<file path="src/rtl/wb_machine_timer.sv">
// wb_machine_timer: Wishbone pipelined slave with the RISC-V mtime/mtimecmp/msip registers.
// The slave always acks one cycle after it accepts a request and never stalls.
module wb_machine_timer #(
   parameter int PRESCALE  = 16,
   parameter int ADDR_BITS = 5
) (
   input  logic        clk,
   input  logic        rst,
   input  logic        i_wb_cyc,
   input  logic        i_wb_stb,
   input  logic        i_wb_we,
   input  logic [31:0] i_wb_addr,
   input  logic [31:0] i_wb_data,
   input  logic [3:0]  i_wb_sel,
   output logic        o_wb_ack,
   output logic        o_wb_stall,
   output logic [31:0] o_wb_data,
   output logic        o_timer_irq,
   output logic        o_soft_irq
);
   localparam int CW = PRESCALE > 1 ? $clog2(PRESCALE) : 1;
   logic [CW-1:0] cnt;
   logic [63:0] mtime, mtimecmp, mtime_next, cmp_next;
   logic [31:0] off, m, rd;
   logic msip, msip_next, tick, acc, wr, unused;
   assign off = 32'(i_wb_addr[ADDR_BITS-1:2]);
   assign unused = ^{i_wb_addr[31:ADDR_BITS], i_wb_addr[1:0]};
   assign tick = cnt == CW'(PRESCALE - 1);
   assign acc = i_wb_cyc & i_wb_stb;
   assign wr = acc & i_wb_we;
   assign m = {{8{i_wb_sel[3]}}, {8{i_wb_sel[2]}}, {8{i_wb_sel[1]}}, {8{i_wb_sel[0]}}};
   assign o_wb_stall = 1'b0;
   assign o_soft_irq = msip;
   // Written bytes override the incremented counter; unwritten bytes keep the tick.
   always_comb begin
      mtime_next = mtime + {63'd0, tick};
      cmp_next = mtimecmp;
      msip_next = (wr && off == 0 && i_wb_sel[0]) ? i_wb_data[0] : msip;
      if (wr && off == 1) cmp_next[31:0] = (mtimecmp[31:0] & ~m) | (i_wb_data & m);
      if (wr && off == 2) cmp_next[63:32] = (mtimecmp[63:32] & ~m) | (i_wb_data & m);
      if (wr && off == 3) mtime_next[31:0] = (mtime_next[31:0] & ~m) | (i_wb_data & m);
      if (wr && off == 4) mtime_next[63:32] = (mtime_next[63:32] & ~m) | (i_wb_data & m);
      rd = off == 0 ? {31'd0, msip} :
           off == 1 ? mtimecmp[31:0] :
           off == 2 ? mtimecmp[63:32] :
           off == 3 ? mtime[31:0] :
           off == 4 ? mtime[63:32] :
           off == 5 ? 32'(PRESCALE) : 32'd0;
   end
   always_ff @(posedge clk or negedge rst) begin
      if (!rst) begin
         cnt <= '0;
         mtime <= '0;
         mtimecmp <= '1;
         msip <= 1'b0;
         o_wb_ack <= 1'b0;
         o_wb_data <= 32'd0;
         o_timer_irq <= 1'b0;
      end else begin
         cnt <= tick ? '0 : cnt + CW'(1);
         mtime <= mtime_next;
         mtimecmp <= cmp_next;
         msip <= msip_next;
         o_wb_ack <= acc;
         o_wb_data <= acc ? rd : 32'd0;
         o_timer_irq <= mtime_next >= cmp_next;
      end
   end
endmodule
</file>
<file path="config.mk">
export PLATFORM = sky130hd
export DESIGN_NAME = wb_machine_timer
export DESIGN_NICKNAME = d
export VERILOG_FILES = /design/src/rtl/wb_machine_timer.sv
export SDC_FILE = /design/constraint.sdc
export NUM_CORES = 1
export LEC_CHECK = 0
export ABC_AREA = 1
export ABC_CLOCK_PERIOD_IN_PS = 8500
export BUFFER_PORTS_ARGS = -buffer_cell sky130_fd_sc_hd__buf_2
export CAP_MARGIN = 10
export CELL_PAD_IN_SITES_DETAIL_PLACEMENT = 1
export CELL_PAD_IN_SITES_GLOBAL_PLACEMENT = 2
export CORE_ASPECT_RATIO = 0.75
export CORE_UTILIZATION = 37
export CTS_CLUSTER_DIAMETER = 100
export DETAILED_ROUTE_END_ITERATION = 8
export HOLD_SLACK_MARGIN = 0.1
export PLACE_DENSITY_LB_ADDON = 0.1
export SLEW_MARGIN = 20
export SYNTH_ARGS = -nofsm -noshare
export SYNTH_HDL_FRONTEND = slang
export SYNTH_SLANG_ARGS = --single-unit
</file>
<file path="constraint.sdc">
create_clock -name clk -period 8.5 [get_ports clk]
set_input_delay 0.85 -clock clk [delete_from_list [all_inputs] [get_ports clk]]
set_output_delay 0.85 -clock clk [all_outputs]
set_load 0.01 [all_outputs]
</file>
Word-level counts from Yosys, hierarchy flattened:

Index checks and enable logic that the tools add are counted.

* flip-flop bits (word level): 167
* input bits: 73
* output and inout bits: 36
* word-level logic and storage cells: 47

* add/subtract/negate cells: 2
* $lt $le $gt $ge: 1
* equality and inequality tests: 6
* multiplexer cells: 12
* bitwise logic cells: 12
* reductions and logical operators: 7

Operators with widths (number)
* 32-bit two-way mux: 10
* 32-bit AND: 5
* 32-bit bitwise OR: 4
* 64-bit by 1-bit adder with 64-bit output: 1
* 64-bit greater-or-equal comparator: 1
* 32-bit zero test: 1
* 32-bit inverter: 1
* 3-bit by 2-bit equality test with 1-bit output (second input constant): 2
* 3-bit equality test (second input constant): 2
* 1-bit logical AND: 6
* 5-bit two-way mux: 1
* 4-bit by 1-bit adder with 4-bit output (second input constant): 1
* 4-bit equality test (second input constant): 1
* 4-bit two-way mux: 1
* 3-bit by 1-bit equality test with 1-bit output (second input constant): 1
* 1-bit AND: 2

Longest topological paths before layout:

Gate-level depths: netlist (run 1).

* depth in word-level cells: 8
* mapped depth: 26

Worst setup path before layout (run 1):

No wires, ideal clock.

* path kind: flip-flop to flip-flop
* start point: register cnt[0]
* end point: register o_timer_irq
* arrival time: 3.053 ns
* required time: 8.435 ns
* path slack: 5.382 ns
* cell stages (with the launch flop): 25
* buffers on the path: 0
* cell sequence: dfrtp_1 ha_1 nand2_1 nor2_1 ha_1 ha_1 nand3_1 nor2_1 nand2_1 nor2_2 nand2_1 clkinv_1 nand3_1 nand3_1 o21ai_0 ha_1 nand2_1 nor2_1 nor3b_1 nand2_1 nor2_1 nand2_1 nand2_1 nor2_1 nand2_1

* cells in the longest elaborated chain, start to end: 6
* elaborated cells on any way between the ends: 9
* those cells by class: add/sub (1); order compare (1); eq/ne (1); mux (2); bitwise (4)

RTL lines
* start: declaration: line 22 `logic [CW-1:0] cnt;`
* start signal: assignment: line 60 `cnt <= tick ? '0 : cnt + CW'(1);`
* 4-bit equality test (*): line 28 `assign tick = cnt == CW'(PRESCALE - 1);`
* 64-bit by 1-bit adder with 64-bit output (*): line 36 `mtime_next = mtime + {63'd0, tick};`
* 32-bit AND: line 42 `if (wr && off == 4) mtime_next[63:32] = (mtime_next[63:32] & ~m) | (i_wb_data & m);`
* 32-bit bitwise OR: line 42
* 32-bit two-way mux (*): line 42
* net mtime_next[54]: line 23 `logic [63:0] mtime, mtimecmp, mtime_next, cmp_next;`
* 64-bit greater-or-equal comparator (*): line 66 `o_timer_irq <= mtime_next >= cmp_next;`
* end signal: assignment: line 66
* end: declaration: line 18 `output logic o_timer_irq,`

The timed path passes the listed nets; every way through them passes the cells marked *.
A chain may end at the register's enable or synchronous reset.

Worst setup path in the final report (run 1):

Same ends and word-level chain as after synthesis.

==> results of run 1 <==
==> report_power, final <==
| part | total, mW | internal (mW) | switching (mW) |
|---|---|---|---|
| Sequential | 1.04 | 0.943 | 0.0992 |
| Clock | 0.845 | 0.460 | 0.385 |
| Combinational | 0.688 | 0.226 | 0.463 |
| Total | 2.58 | 1.63 | 0.947 |
==> cell usage in the layout, fill, tap and decap left out, drive strengths merged, types with 3 or more instances in the layout <==
cell type and instances:
nand4 14, or2 11, o21ai 107, inv 223, o22ai 44, dfstp 64, nor2 175, dfrtp 103
nor3 13, and2 8, o211ai 18, ha 67, a21oi 86, nand2 362, clkbuf 19, clkinv 5
nand3 80, o221ai 12, xor2 26, a31oi 3, buf 84
==> sequential cells by signal, summed over array words and instances, names as in the netlist <==
signal / count
mtime: 64
o_wb_ack: 1
cnt: 4
o_wb_data: 32
o_soft_irq: 1
mtimecmp: 64
o_timer_irq: 1
==> worst max-delay path, delay by kind of cell (launching register included) <==
kind	cells	cell delay, ns
buf+inv	1	0.24
fa+ha+maj	4	1.12
compound gates	1	0.12
flops	1	0.37
simple gates	18	2.83
==> layout make-up <==
cell class	instances	area (sq um)
Fill cell	3580	16200
Multi-Input combinational cell	1039	5480
Clock buffer	19	453
Clock inverter	13	160
Inverter	217	815
Sequential cell	167	4260
Timing Repair Buffer	84	442
Tap cell	385	482
==> metal layers <==
layer / wire, um / GRT usage / part of all wire
met3: 2500 / 0.0606 / 0.058
met4: 685 / 0.0690 / 0.016
met2: 18100 / 0.447 / 0.42
met1: 21600 / 0.450 / 0.50
met5: 9 / 0 / 0.00021
==> worst max path at each step <==
| stage | endpoint | slack (ns) | cells after the start |
|---|---|---|---|
| CTS | o_timer_irq | 3.78 | 24 |
| detailed placement | o_timer_irq | 3.45 | 19 |
| floorplan | o_timer_irq | 5.38 | 24 |
| finish | o_timer_irq | 3.72 | 24 |
| global placement | o_timer_irq | 3.44 | 19 |
| global route | o_timer_irq | 3.18 | 24 |
==> through the flow <==
stage / cells / area, sq um / utilization
floorplan: 1456 / 10700 / -
global placement: 1892 / 11500 / 0.406
detailed placement: 1892 / 11500 / 0.406
CTS: 1924 / 12100 / 0.428
global route: 1924 / 12100 / 0.428
finish: 1924 / 12100 / 0.428
==> logic make-up after synthesis <==
group | Yosys count | share of synthesized area
mux | 1 | 0.000935
xor+xnor | 27 | 0.0221
simple gates | 666 | 0.265
buf+inv | 250 | 0.0903
compound gates | 277 | 0.145
flops | 167 | 0.398
fa+ha+maj | 67 | 0.0783
other cells | 1 | 0.000350
==> impl_results.rst, run 1 <==
.. list-table::
   :header-rows: 1

   * - Metric
     - Value
   * - Transition time at the pin with the least slew margin
     - 0.955 ns
   * - Number of antenna violations at the first check in global routing
     - 2
   * - Post-route DRC
     - 0
   * - Signed area change from the synthesized netlist to the final layout
     - 12.9%
   * - Number of top-level pins
     - 109
   * - Peak supply drop
     - between 0.1 and 0.15 mV
   * - Mean cell area of the mapped netlist
     - 7.35 sq um
   * - Share of the clock period used by the worst path after layout
     - 0.563
   * - Worst-case reg-to-reg path depth
     - 24
   * - Category of the most critical setup path
     - flop to flop
   * - All-Layer GR Usage
     - 0.303
   * - Area enclosed by the die boundary
     - around 30000 sq um
   * - Final nets
     - 1666
   * - Data required, critical path
     - 8.87 ns
   * - Number of rows created at floorplan
     - 53
   * - Cell occurring most often along the worst timing path
     - nand2_1
   * - Setup TNS after final layout
     - 0 ns
   * - Post-Syn Nets
     - 1596
   * - Number of vias per cell after detailed routing
     - 5.35
   * - R2R Setup Slk
     - roughly 3.7 ns
   * - Cell area power density
     - approximately 210 nW/um^2
   * - Total standard cell area after synthesis
     - 10700 sq um
   * - Hpwl dp
     - around 33000 um
   * - Primary flip-flop cell chosen by synthesis mapping
     - dfrtp_1
   * - Worst-case hold slack
     - 0.283 ns
   * - Initial DRC Count
     - 655
   * - TritonCTS clock tree
     - yes
   * - CP startpoint
     - cnt[0]
   * - Maximum number of pins on one net before global-route repair
     - 71
   * - Synth Warn #
     - 0
   * - Highest attainable clock frequency
     - 209 MHz
   * - Initial core utilization
     - 0.379
   * - Yosys cell types
     - 43
   * - Ys async rst share
     - 1.00
   * - Number of enable flip-flop cells after synthesis
     - 0
   * - Die boundary width
     - 198 um
   * - Worst setup slack before clock tree synthesis
     - 3.45 ns
   * - Post-CTS Resized
     - 0
   * - Source-to-sink clock delay at the later pin of the worst-skew pair
     - 0.46 ns
   * - Post-DR wirelength/cell
     - 22.3 um
   * - Peak fanout along the critical path
     - 7
   * - Final weighted congestion of routability-driven global placement
     - between 0.9 and 1
   * - Commonest cells post-synth
     - nand2_1, inv_1, nor2_1
   * - Final Total Pwr
     - 2.58 mW
   * - Layout Skew
     - 0.0125 ns
   * - Sequential-to-total area share from yosys stat
     - 0.398
   * - Destination of the worst register-to-register timing path
     - o_timer_irq
   * - Count of H-tree levels built during CTS
     - 4
   * - Minimum clock period
     - 4.78 ns
   * - Share of cells above drive strength 1
     - 0.148
   * - Number of setup violations in the final report
     - 0
   * - Clock tree root driver cell
     - clkbuf_16
   * - Final hold violations
     - 0
   * - CP Data Arrival Time
     - 5.15 ns
   * - Max-cap check violation count
     - 0
   * - Cell count after synthesis
     - 1456
   * - Longest Clk Path Bufs
     - 2
   * - Postcts setup bufs
     - 0
   * - Top cells by area in the synthesized netlist
     - dfrtp_1, dfstp_2, nand2_1, ha_1, inv_1
   * - CP Launch Type
     - flop
   * - Cts bufs inserted
     - 17
   * - CTS Hold Buffers Added
     - 0
   * - Launching point of the worst reg2reg path
     - cnt[0]
   * - Via count of the first global-routing pass
     - 10700
   * - Slew margin rel.
     - 0.363
   * - Final worst-path setup slack
     - 3.72 ns
   * - Vertical die dimension
     - 149 um
   * - Count of input and output buffers
     - 78
   * - RSZ-0062 raised after global routing
     - no
   * - P_leak
     - 5.85 nW
   * - Synthesized flop and latch total
     - 167
   * - Wire length of the first global-routing pass
     - 65300 um
   * - Routed Antenna Nets
     - 0
   * - Cell at the slowest stage of the critical path
     - nor2_1
   * - Cell chain of the critical path
     - ha_1 -> nand2_1 -> nor2_1 -> ha_1 -> ha_1 -> nand3_1 -> nor2_1 -> nand2_1 -> nor2_2 -> nand2_1 -> clkinv_1 -> nand3_1 -> nand3_1 -> o21ai_0 -> ha_1 -> nand2_1 -> nor2_1 -> nor3b_1 -> nand2_1 -> nor2_1 -> nand2_1 -> nand2_1 -> nor2_1 -> nand2_1
   * - Result of the run
     - finished, final reports clean
   * - Sink count of the clock tree
     - 167
   * - Path category of the worst min-delay check
     - primary input to asynchronous set/reset pin
   * - Yosys top cell area share
     - 0.241
   * - Total inserted antenna cells
     - 0
   * - Final slew viol count
     - 0
   * - Detailed-route via count
     - 10300
   * - CTS clock-pin slew for the worst setup and hold paths
     - approximately 0.080 ns
   * - Grt ovf
     - 0
   * - Area inside the core boundary
     - around 28000 sq um
   * - Cell taking the most area after synthesis
     - dfrtp_1
   * - Max stage delay on crit path
     - 0.46 ns
   * - Endpoint type of the worst setup path
     - flop
   * - Drt first pass iters
     - 5
   * - Total Wirelength
     - 42800 um
   * - Most frequently used cell type in the post-synthesis netlist
     - nand2_1
Note: power is estimated with default switching activity, not from simulation.
==> inputs of run 2 (changes only) <==
--- a/config.mk
+++ b/config.mk
@@ -6,13 +6,13 @@
 export NUM_CORES = 1
 export LEC_CHECK = 0
 export ABC_AREA = 1
-export ABC_CLOCK_PERIOD_IN_PS = 8500
+export ABC_CLOCK_PERIOD_IN_PS = 3900
 export BUFFER_PORTS_ARGS = -buffer_cell sky130_fd_sc_hd__buf_2
 export CAP_MARGIN = 10
 export CELL_PAD_IN_SITES_DETAIL_PLACEMENT = 1
 export CELL_PAD_IN_SITES_GLOBAL_PLACEMENT = 2
 export CORE_ASPECT_RATIO = 0.75
-export CORE_UTILIZATION = 37
+export CORE_UTILIZATION = 31
 export CTS_CLUSTER_DIAMETER = 100
 export DETAILED_ROUTE_END_ITERATION = 8
 export HOLD_SLACK_MARGIN = 0.1
==> constraint.sdc (replaced) <==
create_clock -name clk -period 3.9 [get_ports clk]
set_input_delay 0.39 -clock clk [delete_from_list [all_inputs] [get_ports clk]]
set_output_delay 0.39 -clock clk [all_outputs]
set_load 0.01 [all_outputs]
==> impl_results.rst, run 2 (synthesized netlist as in run 1, its figures left out) <==
.. list-table::
   :header-rows: 1

   * - Metric
     - Value
   * - Result of the run
     - finished, final reports clean
   * - Initial core utilization
     - 0.317
   * - R2R Setup Slk
     - around 0.27 ns
   * - CP startpoint
     - cnt[0]
   * - Worst setup slack before clock tree synthesis
     - 0.0970 ns
   * - Final weighted congestion of routability-driven global placement
     - 0.946
   * - Signed area change from the synthesized netlist to the final layout
     - 17.9%
   * - Peak supply drop
     - around 0.22 mV
   * - Endpoint type of the worst setup path
     - flop
   * - Number of antenna violations at the first check in global routing
     - 1
   * - Drt first pass iters
     - 5
   * - Share of cells above drive strength 1
     - 0.185
   * - TritonCTS clock tree
     - yes
   * - Category of the most critical setup path
     - flop to flop
   * - Max stage delay on crit path
     - around 0.36 ns
   * - Cell at the slowest stage of the critical path
     - dfrtp_1
   * - Via count of the first global-routing pass
     - 10800
   * - Initial DRC Count
     - a little under 800
   * - Detailed-route via count
     - between 10000 and 15000
   * - Post-DR wirelength/cell
     - 22.3 um
   * - Grt ovf
     - 0
   * - Instance area after placement
     - 11900 sq um
   * - Count of input and output buffers
     - 78
   * - Sink count of the clock tree
     - 167
   * - Routed Antenna Nets
     - 0
   * - Count of H-tree levels built during CTS
     - 4
   * - Peak fanout along the critical path
     - 4
   * - Vertical die dimension
     - 163 um
   * - Cell occurring most often along the worst timing path
     - nand2_1
   * - Slew margin rel.
     - 0.451
   * - Final nets
     - around 1700
   * - Die boundary width
     - 217 um
   * - CP Launch Type
     - flop
   * - Path category of the worst min-delay check
     - primary input to flop
   * - Commonest non-fill, non-tap cell in the layout
     - nand2_1
   * - Registers with the highest flip-flop counts
     - mtime x64, mtimecmp x64, o_wb_data x32
   * - All-Layer GR Usage
     - 0.269
   * - Minimum clock period
     - 3.63 ns
   * - Post-route DRC
     - 0
   * - Wire length of the first global-routing pass
     - 68600 um
   * - Number of vias per cell after detailed routing
     - ~5.1
   * - Longest Clk Path Bufs
     - 2
   * - Worst-case reg-to-reg path depth
     - 24
   * - Worst setup path endpoint
     - o_timer_irq
   * - CP Data Arrival Time
     - approximately 4 ns
   * - Transition time at the pin with the least slew margin
     - 0.823 ns
   * - Number of rows created at floorplan
     - 58
   * - Post-route cell area
     - 12600 sq um
   * - Max-cap check violation count
     - 0
   * - Total Wirelength
     - around 45000 um
   * - CTS clock-pin slew for the worst setup and hold paths
     - 0.07 ns
   * - Cell area power density
     - 446 nW/um^2
   * - Total inserted antenna cells
     - 0
   * - Highest attainable clock frequency
     - 276 MHz
   * - Share of the core filled with cells
     - 0.374
   * - Worst-case hold slack
     - 0.176 ns
   * - Launching point of the worst reg2reg path
     - cnt[0]
   * - Cell chain of the critical path
     - ha_1 -> nand2_1 -> nor2_2 -> ha_2 -> ha_1 -> buf_4 -> nand2_1 -> nor2_4 -> nand3_2 -> nor3_2 -> buf_4 -> xor2_1 -> a21oi_1 -> ha_1 -> nand2_1 -> nor2_2 -> nand3_1 -> nor2_1 -> nand2_1 -> nand2_1 -> nor2_1 -> nand2_1 -> nand2_1 -> nand2_1
   * - Source-to-sink clock delay at the later pin of the worst-skew pair
     - 0.47 ns
   * - P_leak
     - 6.06 nW
   * - Share of the clock period used by the worst path after layout
     - 0.930
   * - Cts bufs inserted
     - 17
   * - Final worst-path setup slack
     - about 0.27 ns
   * - Number of setup violations in the final report
     - 0
   * - Area enclosed by the die boundary
     - 35300 sq um
   * - Data required, critical path
     - ~4.3 ns
   * - Layout Skew
     - 0.0115 ns
   * - Final hold violations
     - 0
   * - Setup TNS after final layout
     - 0 ns
   * - Final slew viol count
     - 0
   * - Destination of the worst register-to-register timing path
     - o_timer_irq
   * - Number of top-level pins
     - 109
   * - Commonest non-fill, non-tap cells in the layout
     - nand2_1, inv_1, nor2_1
   * - Maximum number of pins on one net before global-route repair
     - between 90 and 100
   * - Clock tree root driver cell
     - clkbuf_16
   * - Hpwl dp
     - roughly 36000 um
   * - Area inside the core boundary
     - 33700 sq um
-- run 2: per-stage QoR --
| step | std cells | power (mW) |
|---|---|---|
| after floorplan | 1456 | 3.20 |
| after global placement | 1998 | 3.79 |
| after detailed placement | 1998 | 3.82 |
| after CTS | 2031 | 5.64 |
| after global routing | 2033 | 5.99 |
| final | 2033 | 5.63 |
-- run 2: metal layers --
layer,track usage,part of all wire,up-vias
met5,0,0,-
met4,0.0589,0.013,0
met3,0.0508,0.046,33
met2,0.391,0.41,193
met1,0.407,0.53,5134
li1,-,-,4973
-- run 2: layout make-up --
cell class	count	area, sq um
Fill cell	4197	21100
Multi-Input combinational cell	1039	5600
Sequential cell	167	4260
Inverter	217	818
Timing Repair Buffer	128	790
Tap cell	450	563
Clock buffer	22	464
Clock inverter	10	120
-- run 2: worst min path at each step --
stage                       start        end  slack, ns  cells past startpoint
detailed placement         cnt[1]     cnt[1]       0.49                      1
CTS                 i_wb_data[25]  mtime[57]       0.17                      3
floorplan                     rst     cnt[0]       0.09                      0
finish              i_wb_data[25]  mtime[57]       0.18                      3
global placement           cnt[1]     cnt[1]       0.48                      1
global route        i_wb_data[25]  mtime[57]       0.20                      3
-- run 2: timing repair --
action                                  in CTS  in global routing
endpoints found under the setup margin       0                  1
gates resized for setup                      0                 37
endpoints found under the hold margin       56                  0
buffers inserted                             0                  2
hold buffers                                 1                  0
-- run 2: power breakdown --
part	switching [mW]	total [mW]	internal, mW
Combinational	1.05	1.57	0.520
Sequential	0.218	2.27	2.06
Clock	0.800	1.78	0.981
Total	2.07	5.63	3.56
-- run 2: worst max-delay path, delay by kind of cell, from the launching register on --
family | cells | cell delay, ns
simple gates | 16 | 1.80
fa+ha+maj | 4 | 0.83
flops | 1 | 0.36
buf+inv | 2 | 0.29
xor+xnor | 1 | 0.15
compound gates | 1 | 0.11
